### src/rtl/fb_pkg.sv
// Shared definitions for the framebuffer rectangle-fill engine.
// Contents: default geometry constants, fill FSM state type and the
// rectangle command payload used by fill producers.
package fb_pkg;

  localparam int unsigned H_RES_DEFAULT      = 160;
  localparam int unsigned V_RES_DEFAULT      = 120;
  localparam int unsigned FB_DEPTH           = H_RES_DEFAULT * V_RES_DEFAULT;
  localparam int unsigned X_WIDTH_DEFAULT    = 8;
  localparam int unsigned Y_WIDTH_DEFAULT    = 7;
  localparam int unsigned DATA_WIDTH_DEFAULT = 1;
  localparam int unsigned ADDR_WIDTH_DEFAULT = 15;

  typedef enum logic [1:0] {
    IDLE  = 2'd0,
    SETUP = 2'd1,
    FILL  = 2'd2,
    DONE  = 2'd3
  } fill_state_t;

  typedef struct packed {
    logic                          clear;
    logic [X_WIDTH_DEFAULT-1:0]    x0;
    logic [X_WIDTH_DEFAULT-1:0]    x1;
    logic [Y_WIDTH_DEFAULT-1:0]    y0;
    logic [Y_WIDTH_DEFAULT-1:0]    y1;
    logic [DATA_WIDTH_DEFAULT-1:0] color;
  } rect_cmd_t;

endpackage

### src/rtl/fb_addr_gen.sv
// Raster address generator for the rectangle-fill engine.
// Walks x from x_lo to x_hi on each step, then wraps to the next row by
// adding H_RES to a running row base (no multiplier inside the loop).
// Ports:
//   clock, reset      write-side clock, synchronous active-high reset
//   load              capture normalised bounds and start at (x_lo, y_lo)
//   step              advance to the next pixel in raster order
//   x_lo/x_hi/y_lo/y_hi  normalised inclusive bounds (sampled on load)
//   addr_c            address of the current pixel (combinational)
//   last_c            current pixel is the bottom-right corner
module fb_addr_gen #(
  parameter int unsigned H_RES      = 160,
  parameter int unsigned ADDR_WIDTH = 15,
  parameter int unsigned X_WIDTH    = 8,
  parameter int unsigned Y_WIDTH    = 7
) (
  input  logic                  clock,
  input  logic                  reset,
  input  logic                  load,
  input  logic                  step,
  input  logic [X_WIDTH-1:0]    x_lo,
  input  logic [X_WIDTH-1:0]    x_hi,
  input  logic [Y_WIDTH-1:0]    y_lo,
  input  logic [Y_WIDTH-1:0]    y_hi,
  output logic [ADDR_WIDTH-1:0] addr_c,
  output logic                  last_c
);

  logic [X_WIDTH-1:0]    x_q, xl_q, xh_q;
  logic [Y_WIDTH-1:0]    y_q, yh_q;
  logic [ADDR_WIDTH-1:0] row_q;

  // Counter state; row base is a constant multiply only at load time.
  always_ff @(posedge clock) begin
    if (reset) begin
      x_q   <= '0;
      xl_q  <= '0;
      xh_q  <= '0;
      y_q   <= '0;
      yh_q  <= '0;
      row_q <= '0;
    end else if (load) begin
      x_q   <= x_lo;
      xl_q  <= x_lo;
      xh_q  <= x_hi;
      y_q   <= y_lo;
      yh_q  <= y_hi;
      row_q <= ADDR_WIDTH'(32'(y_lo) * H_RES);
    end else if (step) begin
      if (x_q == xh_q) begin
        x_q   <= xl_q;
        y_q   <= y_q + Y_WIDTH'(1);
        row_q <= row_q + ADDR_WIDTH'(H_RES);
      end else begin
        x_q <= x_q + X_WIDTH'(1);
      end
    end
  end

  assign addr_c = row_q + ADDR_WIDTH'(x_q);
  assign last_c = (x_q == xh_q) && (y_q == yh_q);

endmodule

### src/rtl/fb_rect_fill.sv
// Rectangle / clear-screen fill engine driving the framebuffer write port.
// Accepts one command per valid/ready handshake and emits one pixel write
// per cycle while wr_ready is high, holding the write stable when it is low.
// Build option: FB_RECT_FILL_CLIP_EN clamps out-of-range bounds to the
// screen edge; without it such commands are rejected with an err pulse.
// Ports:
//   clock, reset       write-side clock, synchronous active-high reset
//   cmd_valid/ready    command handshake (ready only while idle)
//   cmd_clear          fill the whole screen, coordinates ignored
//   cmd_x0/x1, y0/y1   inclusive bounds, either order
//   cmd_color          fill value
//   write_addr/data/we framebuffer write port
//   wr_ready           downstream accepts the current write
//   busy, done, err    status; done/err are one-cycle pulses
module fb_rect_fill
  import fb_pkg::*;
#(
  parameter int unsigned H_RES      = H_RES_DEFAULT,
  parameter int unsigned V_RES      = V_RES_DEFAULT,
  parameter int unsigned DATA_WIDTH = DATA_WIDTH_DEFAULT,
  parameter int unsigned ADDR_WIDTH = ADDR_WIDTH_DEFAULT,
  parameter int unsigned X_WIDTH    = X_WIDTH_DEFAULT,
  parameter int unsigned Y_WIDTH    = Y_WIDTH_DEFAULT
) (
  input  logic                  clock,
  input  logic                  reset,
  input  logic                  cmd_valid,
  output logic                  cmd_ready,
  input  logic                  cmd_clear,
  input  logic [X_WIDTH-1:0]    cmd_x0,
  input  logic [X_WIDTH-1:0]    cmd_x1,
  input  logic [Y_WIDTH-1:0]    cmd_y0,
  input  logic [Y_WIDTH-1:0]    cmd_y1,
  input  logic [DATA_WIDTH-1:0] cmd_color,
  output logic [ADDR_WIDTH-1:0] write_addr,
  output logic [DATA_WIDTH-1:0] data,
  output logic                  we,
  input  logic                  wr_ready,
  output logic                  busy,
  output logic                  done,
  output logic                  err
);

  localparam logic [X_WIDTH-1:0] X_MAX = X_WIDTH'(H_RES - 1);
  localparam logic [Y_WIDTH-1:0] Y_MAX = Y_WIDTH'(V_RES - 1);

  fill_state_t state_q, state_d;

  logic                  c_clear;
  logic [X_WIDTH-1:0]    c_x0, c_x1;
  logic [Y_WIDTH-1:0]    c_y0, c_y1;
  logic [DATA_WIDTH-1:0] c_color;
  logic                  pend_q, pend_d;

  logic                  cmd_ready_d, busy_d, done_d, err_d, we_d;
  logic [ADDR_WIDTH-1:0] addr_d;
  logic [DATA_WIDTH-1:0] data_d;
  logic                  accept, load, step, range_bad;
  logic [X_WIDTH-1:0]    nx_lo, nx_hi;
  logic [Y_WIDTH-1:0]    ny_lo, ny_hi;
  logic [ADDR_WIDTH-1:0] gen_addr_c;
  logic                  gen_last_c;

  // Normalise the latched command: order bounds, apply clear, range policy.
  always_comb begin
    nx_lo = (c_x0 > c_x1) ? c_x1 : c_x0;
    nx_hi = (c_x0 > c_x1) ? c_x0 : c_x1;
    ny_lo = (c_y0 > c_y1) ? c_y1 : c_y0;
    ny_hi = (c_y0 > c_y1) ? c_y0 : c_y1;
    if (c_clear) begin
      nx_lo = '0;
      nx_hi = X_MAX;
      ny_lo = '0;
      ny_hi = Y_MAX;
    end
`ifdef FB_RECT_FILL_CLIP_EN
    if (nx_lo > X_MAX) nx_lo = X_MAX;
    if (nx_hi > X_MAX) nx_hi = X_MAX;
    if (ny_lo > Y_MAX) ny_lo = Y_MAX;
    if (ny_hi > Y_MAX) ny_hi = Y_MAX;
    range_bad = 1'b0;
`else
    // Lower bounds never exceed upper bounds here, so checking hi suffices.
    range_bad = (nx_hi > X_MAX) || (ny_hi > Y_MAX);
`endif
  end

  // Next state and next registered outputs. The generator counters point at
  // the next pixel to issue; pend tracks whether any pixel is still unissued.
  always_comb begin
    state_d     = state_q;
    cmd_ready_d = 1'b0;
    busy_d      = 1'b1;
    done_d      = 1'b0;
    err_d       = 1'b0;
    we_d        = we;
    addr_d      = write_addr;
    data_d      = data;
    pend_d      = pend_q;
    accept      = 1'b0;
    load        = 1'b0;
    step        = 1'b0;
    case (state_q)
      IDLE: begin
        cmd_ready_d = 1'b1;
        busy_d      = 1'b0;
        we_d        = 1'b0;
        if (cmd_valid && cmd_ready) begin
          accept      = 1'b1;
          state_d     = SETUP;
          cmd_ready_d = 1'b0;
          busy_d      = 1'b1;
        end
      end
      SETUP: begin
        if (range_bad) begin
          err_d       = 1'b1;
          state_d     = IDLE;
          cmd_ready_d = 1'b1;
          busy_d      = 1'b0;
        end else begin
          load    = 1'b1;
          pend_d  = 1'b1;
          state_d = FILL;
        end
      end
      FILL: begin
        if (!we || wr_ready) begin
          if (pend_q) begin
            we_d   = 1'b1;
            addr_d = gen_addr_c;
            data_d = c_color;
            step   = 1'b1;
            if (gen_last_c) pend_d = 1'b0;
          end else begin
            we_d    = 1'b0;
            done_d  = 1'b1;
            state_d = DONE;
          end
        end
      end
      DONE: begin
        we_d        = 1'b0;
        state_d     = IDLE;
        cmd_ready_d = 1'b1;
        busy_d      = 1'b0;
      end
      default: begin
        state_d     = IDLE;
        cmd_ready_d = 1'b1;
        busy_d      = 1'b0;
        we_d        = 1'b0;
      end
    endcase
  end

  // State and registered outputs.
  always_ff @(posedge clock) begin
    if (reset) begin
      state_q    <= IDLE;
      cmd_ready  <= 1'b1;
      busy       <= 1'b0;
      done       <= 1'b0;
      err        <= 1'b0;
      we         <= 1'b0;
      write_addr <= '0;
      data       <= '0;
      pend_q     <= 1'b0;
    end else begin
      state_q    <= state_d;
      cmd_ready  <= cmd_ready_d;
      busy       <= busy_d;
      done       <= done_d;
      err        <= err_d;
      we         <= we_d;
      write_addr <= addr_d;
      data       <= data_d;
      pend_q     <= pend_d;
    end
  end

  // Command latch.
  always_ff @(posedge clock) begin
    if (reset) begin
      c_clear <= 1'b0;
      c_x0    <= '0;
      c_x1    <= '0;
      c_y0    <= '0;
      c_y1    <= '0;
      c_color <= '0;
    end else if (accept) begin
      c_clear <= cmd_clear;
      c_x0    <= cmd_x0;
      c_x1    <= cmd_x1;
      c_y0    <= cmd_y0;
      c_y1    <= cmd_y1;
      c_color <= cmd_color;
    end
  end

  fb_addr_gen #(
    .H_RES      (H_RES),
    .ADDR_WIDTH (ADDR_WIDTH),
    .X_WIDTH    (X_WIDTH),
    .Y_WIDTH    (Y_WIDTH)
  ) u_addr_gen (
    .clock  (clock),
    .reset  (reset),
    .load   (load),
    .step   (step),
    .x_lo   (nx_lo),
    .x_hi   (nx_hi),
    .y_lo   (ny_lo),
    .y_hi   (ny_hi),
    .addr_c (gen_addr_c),
    .last_c (gen_last_c)
  );

endmodule

### config.mk
export PLATFORM = sky130hd
export DESIGN_NAME = fb_rect_fill
export DESIGN_NICKNAME = d
export VERILOG_FILES = /design/src/rtl/fb_pkg.sv /design/src/rtl/fb_addr_gen.sv /design/src/rtl/fb_rect_fill.sv
export SDC_FILE = /design/constraint.sdc
export NUM_CORES = 1
export LEC_CHECK = 0
export CORE_MARGIN = 2
export CORE_UTILIZATION = 50
export DETAILED_ROUTE_END_ITERATION = 12
export PLACE_DENSITY = 0.69
export SETUP_SLACK_MARGIN = 0.1
export SLEW_MARGIN = 20
export SYNTH_ARGS = -nofsm -noshare
export SYNTH_HDL_FRONTEND = slang
export SYNTH_SLANG_ARGS = --single-unit
export TNS_END_PERCENT = 30
### constraint.sdc
create_clock -name clock -period 10.5 [get_ports clock]
set_input_delay 2.1 -clock clock [delete_from_list [all_inputs] [get_ports clock]]
set_output_delay 2.1 -clock clock [all_outputs]
set_load 0.05 [all_outputs]
==> results.sh, run 1 <==
export IMPL_outcome="finished, final reports clean"
export IMPL_rsz0062_at_grt="false"
export IMPL_cts_made_buffers=9
export IMPL_r2r_end="u_addr_gen.row_q[12]$_SDFFE_PP0P_"
export IMPL_die_h_um=114.6
export IMPL_ys_seq_area_share_pct=34.03
export IMPL_yosysMostFrequentCell="nand2_1"
export IMPL_first_pass_iters=5
export IMPL_synth_cells=741
export IMPL_comb_power_share_pct=41.4
export IMPL_clk_latency_ps=360
export IMPL_crit_path_start_kind="register"
export IMPL_async_reset_ff_share_pct=0
export IMPL_p_sw_mw=0.5972
export IMPL_cts_resized=0
export IMPL_antenna_found_initial=0
export IMPL_grt_pass1_vias=5150
export IMPL_timing_hold_violations_final=0
export IMPL_port_buffers=56
export IMPL_worst_pin_slew_ps=1043
export IMPL_cts_root_buffer="clkbuf_16"
export IMPL_syn_nets=815
export IMPL_power_density_mw_per_mm2=211.6
export IMPL_crit_slowest_cell="a21o_1"
export IMPL_synth_edf_count=0
export IMPL_power_leakage_nw=2.728
export IMPL_ff2ff_path_depth=15
export IMPL_cts_tree="yes"
export IMPL_drt_total_wl_mm=15.53
export IMPL_power_share_clock_pct=23.9
export IMPL_relSlewSlack_pct=30.41
export IMPL_synth_common_cells="nand2_1 (116), dfxtp_1 (104), a21oi_1 (62)"
export IMPL_ys_seq_elements=104
export IMPL_hold_ws_ps=454.0
export IMPL_synth_top_area_cell="dfxtp_1"
export IMPL_end_kind="register"
export IMPL_gp_congestion=0.9061
export IMPL_ys_warn_count=0
export IMPL_fmax_mhz=244.2
export IMPL_crit_required_ps=10750
export IMPL_synth_cell_types=54
export IMPL_ant_nets=0
export IMPL_pre_cts_slack_ps=6077
export IMPL_fin_nets=834
export IMPL_hold_buffers=0
export IMPL_drive_above_1_share_pct=5.490
export IMPL_criticalPathCategory="register to register"
export IMPL_min_path_cells=2
export IMPL_grt_overflow=0
export IMPL_start_util_pct=51.15
export IMPL_rr_startpoint="c_y1[4]$_SDFFE_PP0P_"
export IMPL_fin_skew_ps=8.290
export IMPL_dieArea_mm2=0.01314
export IMPL_place_hpwl_mm=10.77
export IMPL_antenna_cells=0
export IMPL_internal_power_mw=0.8834
export IMPL_clock_sinks=104
export IMPL_grt_max_degree=48
export IMPL_fp_row_count=40
export IMPL_chipWidth_um=114.6
export IMPL_fin_crit_ps=4095
export IMPL_switching_share_pct=40.33
export IMPL_maxCapViolations=0
export IMPL_vias=5571
export IMPL_drt_initial_drc_count=456
export IMPL_grt_pass1_wl_mm=25.39
export IMPL_viasPerCell=6.109
export IMPL_reg2reg_slack_ps=6410
export IMPL_cp_endpoint="u_addr_gen.row_q[12]$_SDFFE_PP0P_"
export IMPL_drc=0
export IMPL_path_cells="inv_1, ha_1, a21oi_1, o21a_1, a21o_1, mux2i_1, nor2_1, ha_1, ha_1, fa_1, a21o_1, a21oi_1, nor2b_1, nor3_1, mux2_2"
export IMPL_hold_path_class="register to register"
export IMPL_synth_area_per_cell_um2=8.257
export IMPL_postLayoutCoreUtil_pct=58.49
export IMPL_path_common_cell="ha_1"
export IMPL_crit_arrival_ps=4350
export IMPL_area_growth_pct=14.36
export IMPL_yosysTopAreaCellShare_pct=34.03
export IMPL_clockBufferDepth=2
export IMPL_cp_max_fo=17
export IMPL_cts_setup_buffers=0
export IMPL_io_pins=57
export IMPL_seqPwrFrac_pct=34.7
export IMPL_startpoint="c_y1[4]$_SDFFE_PP0P_"
export IMPL_yosys_top_cells_area="dfxtp_1 (34%), ha_1 (7.4%), nand2_1 (7.1%), mux2i_1 (5.4%), a21oi_1 (5.1%)"
export IMPL_h_tree_depth=3
export IMPL_ys_flop_type="dfxtp_1"
export IMPL_clk_pin_slew_worst_paths_ps=70
export IMPL_wl_per_cell_um=17.03
export IMPL_worst_slack_ps=6405
export IMPL_core_area_mm2=0.01196
export IMPL_max_stage_delay_ps=520
export IMPL_fin_tns_setup_ps=0
export IMPL_grtUsageTotal_pct=23.97
export IMPL_maxSlewViolCount=0
export IMPL_syn_area_mm2=0.006118
export IMPL_irDropWorstVdd_mv=0.1073
export IMPL_min_period_over_period_pct=39.00
export IMPL_setup_viol=0
-- cell type report --
cell class,count,area [um2]
fill,1117,4965
multi-input combinational,555,3706
sequential,104,2082
timing repair buffer,64,619.3
clock buffer,12,256.5
tap,147,183.9
inverter,26,97.59
clock inverter,4,51.30
-- power groups by stage --
| stage | registers [mW] | clock network, mW | logic (mW) |
|---|---|---|---|
| finish | 0.513 | 0.354 | 0.613 |
| CTS | 0.511 | 0.355 | 0.602 |
| global placement | 0.518 | 0 | 0.582 |
| detailed placement | 0.520 | 0 | 0.600 |
| floorplan | 0.508 | 0 | 0.475 |
| global route | 0.521 | 0.373 | 0.675 |
-- cells by family (layout without fill, tap and decap cells) --
family	Yosys count	after routing	share of synthesized area, %
AND/OR/NAND/NOR	238	238	18.28
AO/OA/AOI/OAI	201	201	22.00
flip-flops	104	104	34.03
buffers and inverters	82	106	5.542
multiplexers	40	40	6.687
adder cells (fa/ha/maj)	38	38	8.016
XOR/XNOR	38	38	5.440
-- how the worst min path moves through the flow --
stage	from	end	slack (ps)
final	c_color$_SDFFE_PP0P_	data$_SDFFE_PP0P_	450
after detailed placement	c_color$_SDFFE_PP0P_	data$_SDFFE_PP0P_	450
after global routing	c_x1[5]$_SDFFE_PP0P_	c_x1[5]$_SDFFE_PP0P_	480
after global placement	write_addr[7]$_SDFFE_PP0P_	write_addr[7]$_SDFFE_PP0P_	440
after CTS	c_color$_SDFFE_PP0P_	data$_SDFFE_PP0P_	460
after floorplan	c_color$_SDFFE_PP0P_	data$_SDFFE_PP0P_	430
-- critical path, delay by kind of cell (launching register included) --
family | cells | cell delay [ps]
flip-flops | 1 | 370
multiplexers | 2 | 650
buffers and inverters | 1 | 80
adder cells (fa/ha/maj) | 4 | 1250
AO/OA/AOI/OAI | 5 | 1310
AND/OR/NAND/NOR | 3 | 310
-- sequential cells by signal, indices dropped and copies added (netlist names), 7 cells and up, named ones only --
| register | cells |
|---|---|
| u_addr_gen.x_q | 8 |
| c_x0 | 8 |
| u_addr_gen.xl_q | 8 |
| c_y0 | 7 |
| u_addr_gen.y_q | 7 |
| write_addr | 15 |
| u_addr_gen.row_q | 10 |
| c_x1 | 8 |
| u_addr_gen.yh_q | 7 |
| c_y1 | 7 |
| u_addr_gen.xh_q | 8 |
-- metal layers --
layer | global-route usage, % | vias to the layer above | part of all wire [%]
met3 | 3.917 | 32 | 6.3
met2 | 38.58 | 201 | 47
met1 | 32.11 | 2622 | 45
li1 | - | 2716 | -
met4 | 9.431 | 0 | 2.2
met5 | 0 | - | 0
-- per-stage QoR --
stage	cell area (um2)	cells	total power [mW]
after floorplan	6118	741	0.9830
after global placement	6671	895	1.100
after detailed placement	6671	895	1.119
after CTS	6979	911	1.468
after global routing	6997	912	1.568
final	6997	912	1.481
-- cell usage in the layout, fill, tap and decap left out, types with 4 or more instances in the layout --
cell type | synthesis | layout
mux2_2 | 7 | 7
a41oi_1 | 12 | 12
o21ai_0 | 38 | 37
or3_1 | 4 | 4
buf_4 | 2 | 7
dfxtp_1 | 104 | 104
or2_2 | 4 | 4
nand4_1 | 10 | 10
a21o_1 | 6 | 6
o211ai_1 | 9 | 9
clkdlybuf4s50_1 | 0 | 55
a211o_1 | 8 | 8
nor4_1 | 12 | 12
nor3_1 | 12 | 12
a21boi_0 | 5 | 5
a21oi_1 | 62 | 62
inv_1 | 25 | 25
nand3_1 | 21 | 20
o41ai_1 | 8 | 8
o211a_1 | 9 | 9
nor2b_1 | 10 | 10
xor2_1 | 13 | 13
a311oi_1 | 12 | 12
mux2i_1 | 33 | 33
xnor2_1 | 25 | 25
clkbuf_16 | 0 | 9
ha_1 | 36 | 36
and3_1 | 10 | 9
nor2_1 | 30 | 29
nand2_1 | 116 | 116
a211oi_1 | 12 | 12
No activity file was read; power rests on OpenSTA's default activity.
==> inputs of run 2 (changes only) <==
- PLACE_DENSITY: 0.69 -> 0.72
- clock period: 10.5 -> 3.3 ns (I/O delays scaled with it)
==> run 2 against run 1 <==
  * The run now ends with negative setup slack left
  * Clock skew is 3.2 ps higher
  * Clock power rose to 3.5 times the previous value
  * Final cell count grew 5.7%
  * Maximum frequency increased by 23%
  * Count of clock-buffer cells in the layout shrank 2
  * Non-clock buffer count increased by 52
  * Worst hold slack hardly changed
  * Worst setup slack lost 6400 ps
  * Sequential share of layout area is 2.2 points lower
  * Power grew to 3.5 times the previous value
  * First-iteration DRC count shrank 44%
  * Flip-flop and latch count unchanged
  * Critical path type unchanged
  * Highest routed layer unchanged
==> results.sh, run 2 (synthesized netlist as in run 1, its figures left out) <==
export IMPL_grtUsageTotal_pct=25.01
export IMPL_clock_sinks=104
export IMPL_io_pins=57
export IMPL_rsz0062_at_grt="true"
export IMPL_cts_root_buffer="clkbuf_16"
export IMPL_gp_congestion=0.9136
export IMPL_wl_per_cell_um=16.15
export IMPL_fin_crit_ps=3342
export IMPL_crit_arrival_ps=3580
export IMPL_viasPerCell=5.838
export IMPL_fin_nets=886
export IMPL_wl_met2_mm=7.108
export IMPL_drive_above_1_share_pct=14.81
export IMPL_criticalPathCategory="register to register"
export IMPL_end_kind="register"
export IMPL_antenna_cells=0
export IMPL_area_growth_pct=23.70
export IMPL_grt_pass1_vias=5522
export IMPL_grt_pass1_wl_mm=26.26
export IMPL_ant_nets=0
export IMPL_port_buffers=56
export IMPL_h_tree_depth=3
export IMPL_layout_commonest_cell="nand2_1"
export IMPL_postLayoutCoreUtil_pct=63.27
export IMPL_hold_path_class="register to register"
export IMPL_drc=0
export IMPL_cts_tree="yes"
export IMPL_setup_viol=1
export IMPL_max_stage_delay_ps=350
export IMPL_drt_total_wl_mm=15.57
export IMPL_start_util_pct=51.15
export IMPL_worst_pin_slew_ps=841.7
export IMPL_hold_ws_ps=453.7
export IMPL_fmax_mhz=299.2
export IMPL_timing_hold_violations_final=0
export IMPL_grt_max_degree=37
export IMPL_clk_latency_ps=360
export IMPL_largestRegisters="write_addr (15), u_addr_gen.row_q (10)"
export IMPL_crit_path_start_kind="register"
export IMPL_antenna_found_initial=0
export IMPL_largest_reg_flops=15
export IMPL_wl_met3_um=715
export IMPL_relSlewSlack_pct=43.83
export IMPL_violations="negative setup slack"
export IMPL_final_area_mm2=0.007569
export IMPL_chipWidth_um=114.6
export IMPL_cts_made_buffers=9
export IMPL_place_hpwl_mm=11.28
export IMPL_maxCapViolations=0
export IMPL_top_register="write_addr"
export IMPL_wl_met1_mm=7.228
export IMPL_crit_slowest_cell="ha_1"
export IMPL_clk_pin_slew_worst_paths_ps=70
export IMPL_fp_row_count=40
export IMPL_irDropWorstVdd_mv=0.3110
export IMPL_final_cell_mix="nand2_1 (116), dfxtp_1 (100), buf_4 (59), a21oi_1 (57), clkdlybuf4s50_1 (55)"
export IMPL_power_leakage_nw=3.018
export IMPL_core_area_mm2=0.01196
export IMPL_maxSlewViolCount=0
export IMPL_min_period_over_period_pct=101.3
export IMPL_maxUsedRoutingLayer="met4"
export IMPL_dieArea_mm2=0.01314
export IMPL_first_pass_iters=7
export IMPL_clockBufferDepth=2
export IMPL_path_cells="inv_2, ha_4, nand4_1, a21o_1, a21o_4, buf_4, mux2i_1, nor2_2, ha_1, ha_1, a21o_1, a21oi_2, nor2b_4, nor3_2, mux2_4"
export IMPL_crit_required_ps=3540
export IMPL_power_density_mw_per_mm2=683.2
export IMPL_cp_max_fo=7
export IMPL_fin_skew_ps=11.44
export IMPL_outcome="complete, but fails checks"
export IMPL_worst_slack_ps=-42.19
export IMPL_placed_cell_area_mm2=0.007034
export IMPL_grt_overflow=0
export IMPL_drt_initial_drc_count=254
export IMPL_die_h_um=114.6
export IMPL_vias=5628
==> run 2: cell types whose count changed in the layout (fill, tap and decap cells not counted), moves of 5 or more <==
cell | previous run | this run
a21oi_1 | 62 | 57
a21oi_2 | 0 | 5
buf_4 | 7 | 59
ha_1 | 36 | 29
ha_4 | 0 | 6
==> run 2: per-layer routing <==
metal | track usage, % | vias to the layer above
li1 | - | 2819
met1 | 32.71 | 2605
met2 | 39.53 | 165
met3 | 4.341 | 39
met4 | 13.01 | 0
met5 | 0 | -
==> run 2: cell type report <==
cell class                 count  area [um2]
inverter                      26       97.59
sequential                   104        2087
clock buffer                  10       239.0
timing repair buffer         116        1010
clock inverter                 6       112.6
tap                          147       183.9
multi-input combinational    555        3839
fill                        1031        4393
==> run 2: path summary, 6_finish.rpt <==
path                            slack (ps)                           endpoint  depth (start not counted)                        from
worst max-delay path                   -40  u_addr_gen.row_q[12]$_SDFFE_PP0P_                         15        c_y1[6]$_SDFFE_PP0P_
worst min-delay path                   450         write_addr[3]$_SDFFE_PP0P_                          2  write_addr[3]$_SDFFE_PP0P_
worst max register to register         -40  u_addr_gen.row_q[12]$_SDFFE_PP0P_                         15        c_y1[6]$_SDFFE_PP0P_
worst min register to register         450         write_addr[3]$_SDFFE_PP0P_                          2  write_addr[3]$_SDFFE_PP0P_
==> run 2: power by group <==
group | internal [mW] | switching [mW] | total, mW
clock | 0.766 | 0.487 | 1.25
combinational | 0.997 | 1.31 | 2.30
sequential | 1.44 | 0.179 | 1.61
total | 3.20 | 1.97 | 5.17
==> run 2: critical path: cells and delay by family (launching register included) <==
kind            cells  cell delay (ps)
mux                 2              450
compound gates      4              860
buf+inv             2              200
fa+ha+maj           3              920
flops               1              330
simple gates        4              460
==> run 2: through the flow <==
stage                     setup TNS (ps)  setup slack (ps)  cells  total power [mW]
final                             -42.19            -42.19    964             5.171
after global placement            -61.50            -52.10    940             3.703
after floorplan                        0             70.19    741             3.151
after global routing              -479.4            -202.7    964             5.482
after CTS                              0             3.074    963             5.123
after detailed placement          -370.1            -182.7    940             3.769
==> run 2: repair_timing <==
action                     in CTS  in global routing
gates cloned                    0                  0
pin swaps                      13                 12
hold buffers                    0                  0
setup endpoints to repair       5                  5
setup buffers                   7                  1
resized for setup              20                  9
==> inputs of run 3 (changes only) <==
- CORE_UTILIZATION: 50 -> 59
- PLACE_DENSITY: 0.72 -> 0.8
- clock period: 3.3 -> 3.95 ns (I/O delays scaled with it)
==> run 3 against run 2 <==
  * The flow now finishes without violations
  * Critical endpoint unchanged
  * Sequential power fell by 16%
  * Critical path type unchanged
  * Power fell by 25%
  * Routed wire length fell by 3.7%
  * First-iteration DRC count rose by 42%
==> results.sh, run 3 (synthesized netlist as in run 1, its figures left out) <==
export IMPL_area_sequential_mm2=0.002082
export IMPL_largest_reg_flops=15
export IMPL_drt_total_wl_mm=14.98
export IMPL_fin_nets=851
export IMPL_clk_pin_slew_worst_paths_ps=100
export IMPL_worst_pin_slew_ps=992.2
export IMPL_start_util_pct=60.07
export IMPL_rsz0062_at_grt="true"
export IMPL_cts_tree="yes"
export IMPL_h_tree_depth=3
export IMPL_placed_cell_area_mm2=0.006755
export IMPL_fin_tns_setup_ps=0
export IMPL_place_hpwl_mm=10.71
export IMPL_drc=0
export IMPL_grt_overflow=0
export IMPL_clock_sinks=104
export IMPL_chipWidth_um=105.8
export IMPL_gp_congestion=0.9043
export IMPL_worst_slack_ps=218.2
export IMPL_timing_hold_violations_final=0
export IMPL_grt_pass1_vias=5248
export IMPL_core_area_mm2=0.01018
export IMPL_dieArea_mm2=0.01120
export IMPL_end_kind="register"
export IMPL_wl_per_cell_um=16.32
export IMPL_placed_cells=897
export IMPL_crit_path_start_kind="register"
export IMPL_fmax_mhz=268.0
export IMPL_hold_ws_ps=459.5
export IMPL_clk_latency_ps=380
export IMPL_drt_initial_drc_count=360
export IMPL_final_cell_mix="nand2_1 (116), dfxtp_1 (104), a21oi_1 (60), clkdlybuf4s50_1 (55), o21ai_0 (37)"
export IMPL_area_growth_pct=15.26
export IMPL_hold_buffers=0
export IMPL_outcome="finished, final reports clean"
export IMPL_maxCapViolations=0
export IMPL_setup_viol=0
export IMPL_hold_path_class="register to register"
export IMPL_clockBufferDepth=2
export IMPL_multiInputGateArea_mm2=0.003724
export IMPL_cts_root_buffer="clkbuf_8"
export IMPL_io_pins=57
export IMPL_min_period_over_period_pct=94.48
export IMPL_maxSlewViolCount=0
export IMPL_port_buffers=56
export IMPL_grt_max_degree=73
export IMPL_crit_required_ps=4220
export IMPL_pre_cts_slack_ps=176.5
export IMPL_top_register="write_addr"
export IMPL_irDropWorstVdd_mv=0.3174
export IMPL_stdcell_count=918
export IMPL_nFillCells=849
export IMPL_antenna_cells=0
export IMPL_viasPerCell=6.154
export IMPL_final_area_mm2=0.007052
export IMPL_finalPower_mw=3.891
export IMPL_vias=5649
export IMPL_antenna_found_initial=0
export IMPL_fin_skew_ps=11.94
export IMPL_drive_above_1_share_pct=8.312
export IMPL_largestRegisters="write_addr (15), u_addr_gen.row_q (10)"
export IMPL_relSlewSlack_pct=33.78
export IMPL_ant_nets=0
export IMPL_criticalPathCategory="register to register"
export IMPL_grtUsageTotal_pct=27.38
export IMPL_first_pass_iters=8
export IMPL_fp_row_count=37
export IMPL_cp_max_fo=4
export IMPL_die_h_um=105.8
export IMPL_power_leakage_nw=2.764
export IMPL_fin_crit_ps=3732
export IMPL_cts_made_buffers=9
export IMPL_crit_arrival_ps=4000
export IMPL_power_density_mw_per_mm2=551.7
export IMPL_postLayoutCoreUtil_pct=69.24
export IMPL_grt_pass1_wl_mm=24.91
export IMPL_layout_commonest_cell="nand2_1"
[run 3: changes by cell type in the layout (fill, tap and decap cells not counted), sizes merged]
cell      delta
bufinv       -1
clkinvlp     +1
inv          -2
buf         -35
clkbuf       +2
[run 3: final timing paths]
kind                                            from                           endpoint  slack, ps  cells past startpoint
worst max-delay path            c_y1[4]$_SDFFE_PP0P_  u_addr_gen.row_q[12]$_SDFFE_PP0P_        220                     16
worst max register to register  c_y1[4]$_SDFFE_PP0P_  u_addr_gen.row_q[12]$_SDFFE_PP0P_        220                     16
worst min register to register  c_color$_SDFFE_PP0P_                  data$_SDFFE_PP0P_        460                      2
worst min-delay path            c_color$_SDFFE_PP0P_                  data$_SDFFE_PP0P_        460                      2
[run 3: power breakdown]
group | leakage [nW] | total, mW | switching [mW] | internal [mW]
logic | 1.80 | 1.77 | 1.05 | 0.727
registers | 0.847 | 1.36 | 0.158 | 1.20
clock network | 0.113 | 0.761 | 0.368 | 0.393
[run 3: routing by layer]
metal  wire length, um  up-vias  GRT usage (%)  share of wire [%]
li1                  -     2760              -                  -
met1              6612     2646          36.29                 44
met2              7173      212          45.16                 48
met3               854       31          4.329                5.7
met4               343        0          9.962                2.3
met5                 0        -              0                  0
[run 3: cell type report]
| class | count | area share [%] |
|---|---|---|
| clock buffer | 12 | 2.200 |
| clock inverter | 4 | 1.082 |
| inverter | 26 | 1.384 |
| multi-input combinational | 555 | 52.80 |
| sequential | 104 | 29.52 |
| tap | 136 | 2.413 |
| timing repair buffer | 81 | 10.59 |
[run 3: critical path: stages (launching register included)]
cell and delay (ps):
dfxtp_1 370, inv_1 80, ha_1 320, nand4_1 170, a21o_1 240, a21o_1 250
buf_4 160, mux2i_2 140, nor2_2 200, ha_1 270, ha_1 230, fa_2 370
a21o_1 170, a21oi_1 170, nor2b_1 140, nor3_1 50, mux2_2 290
[run 3: repair_timing]
item / 4_1_cts / 5_1_grt
setup buffers: 0 / 5
gates resized for setup: 0 / 9
endpoints found under the setup margin: 0 / 3
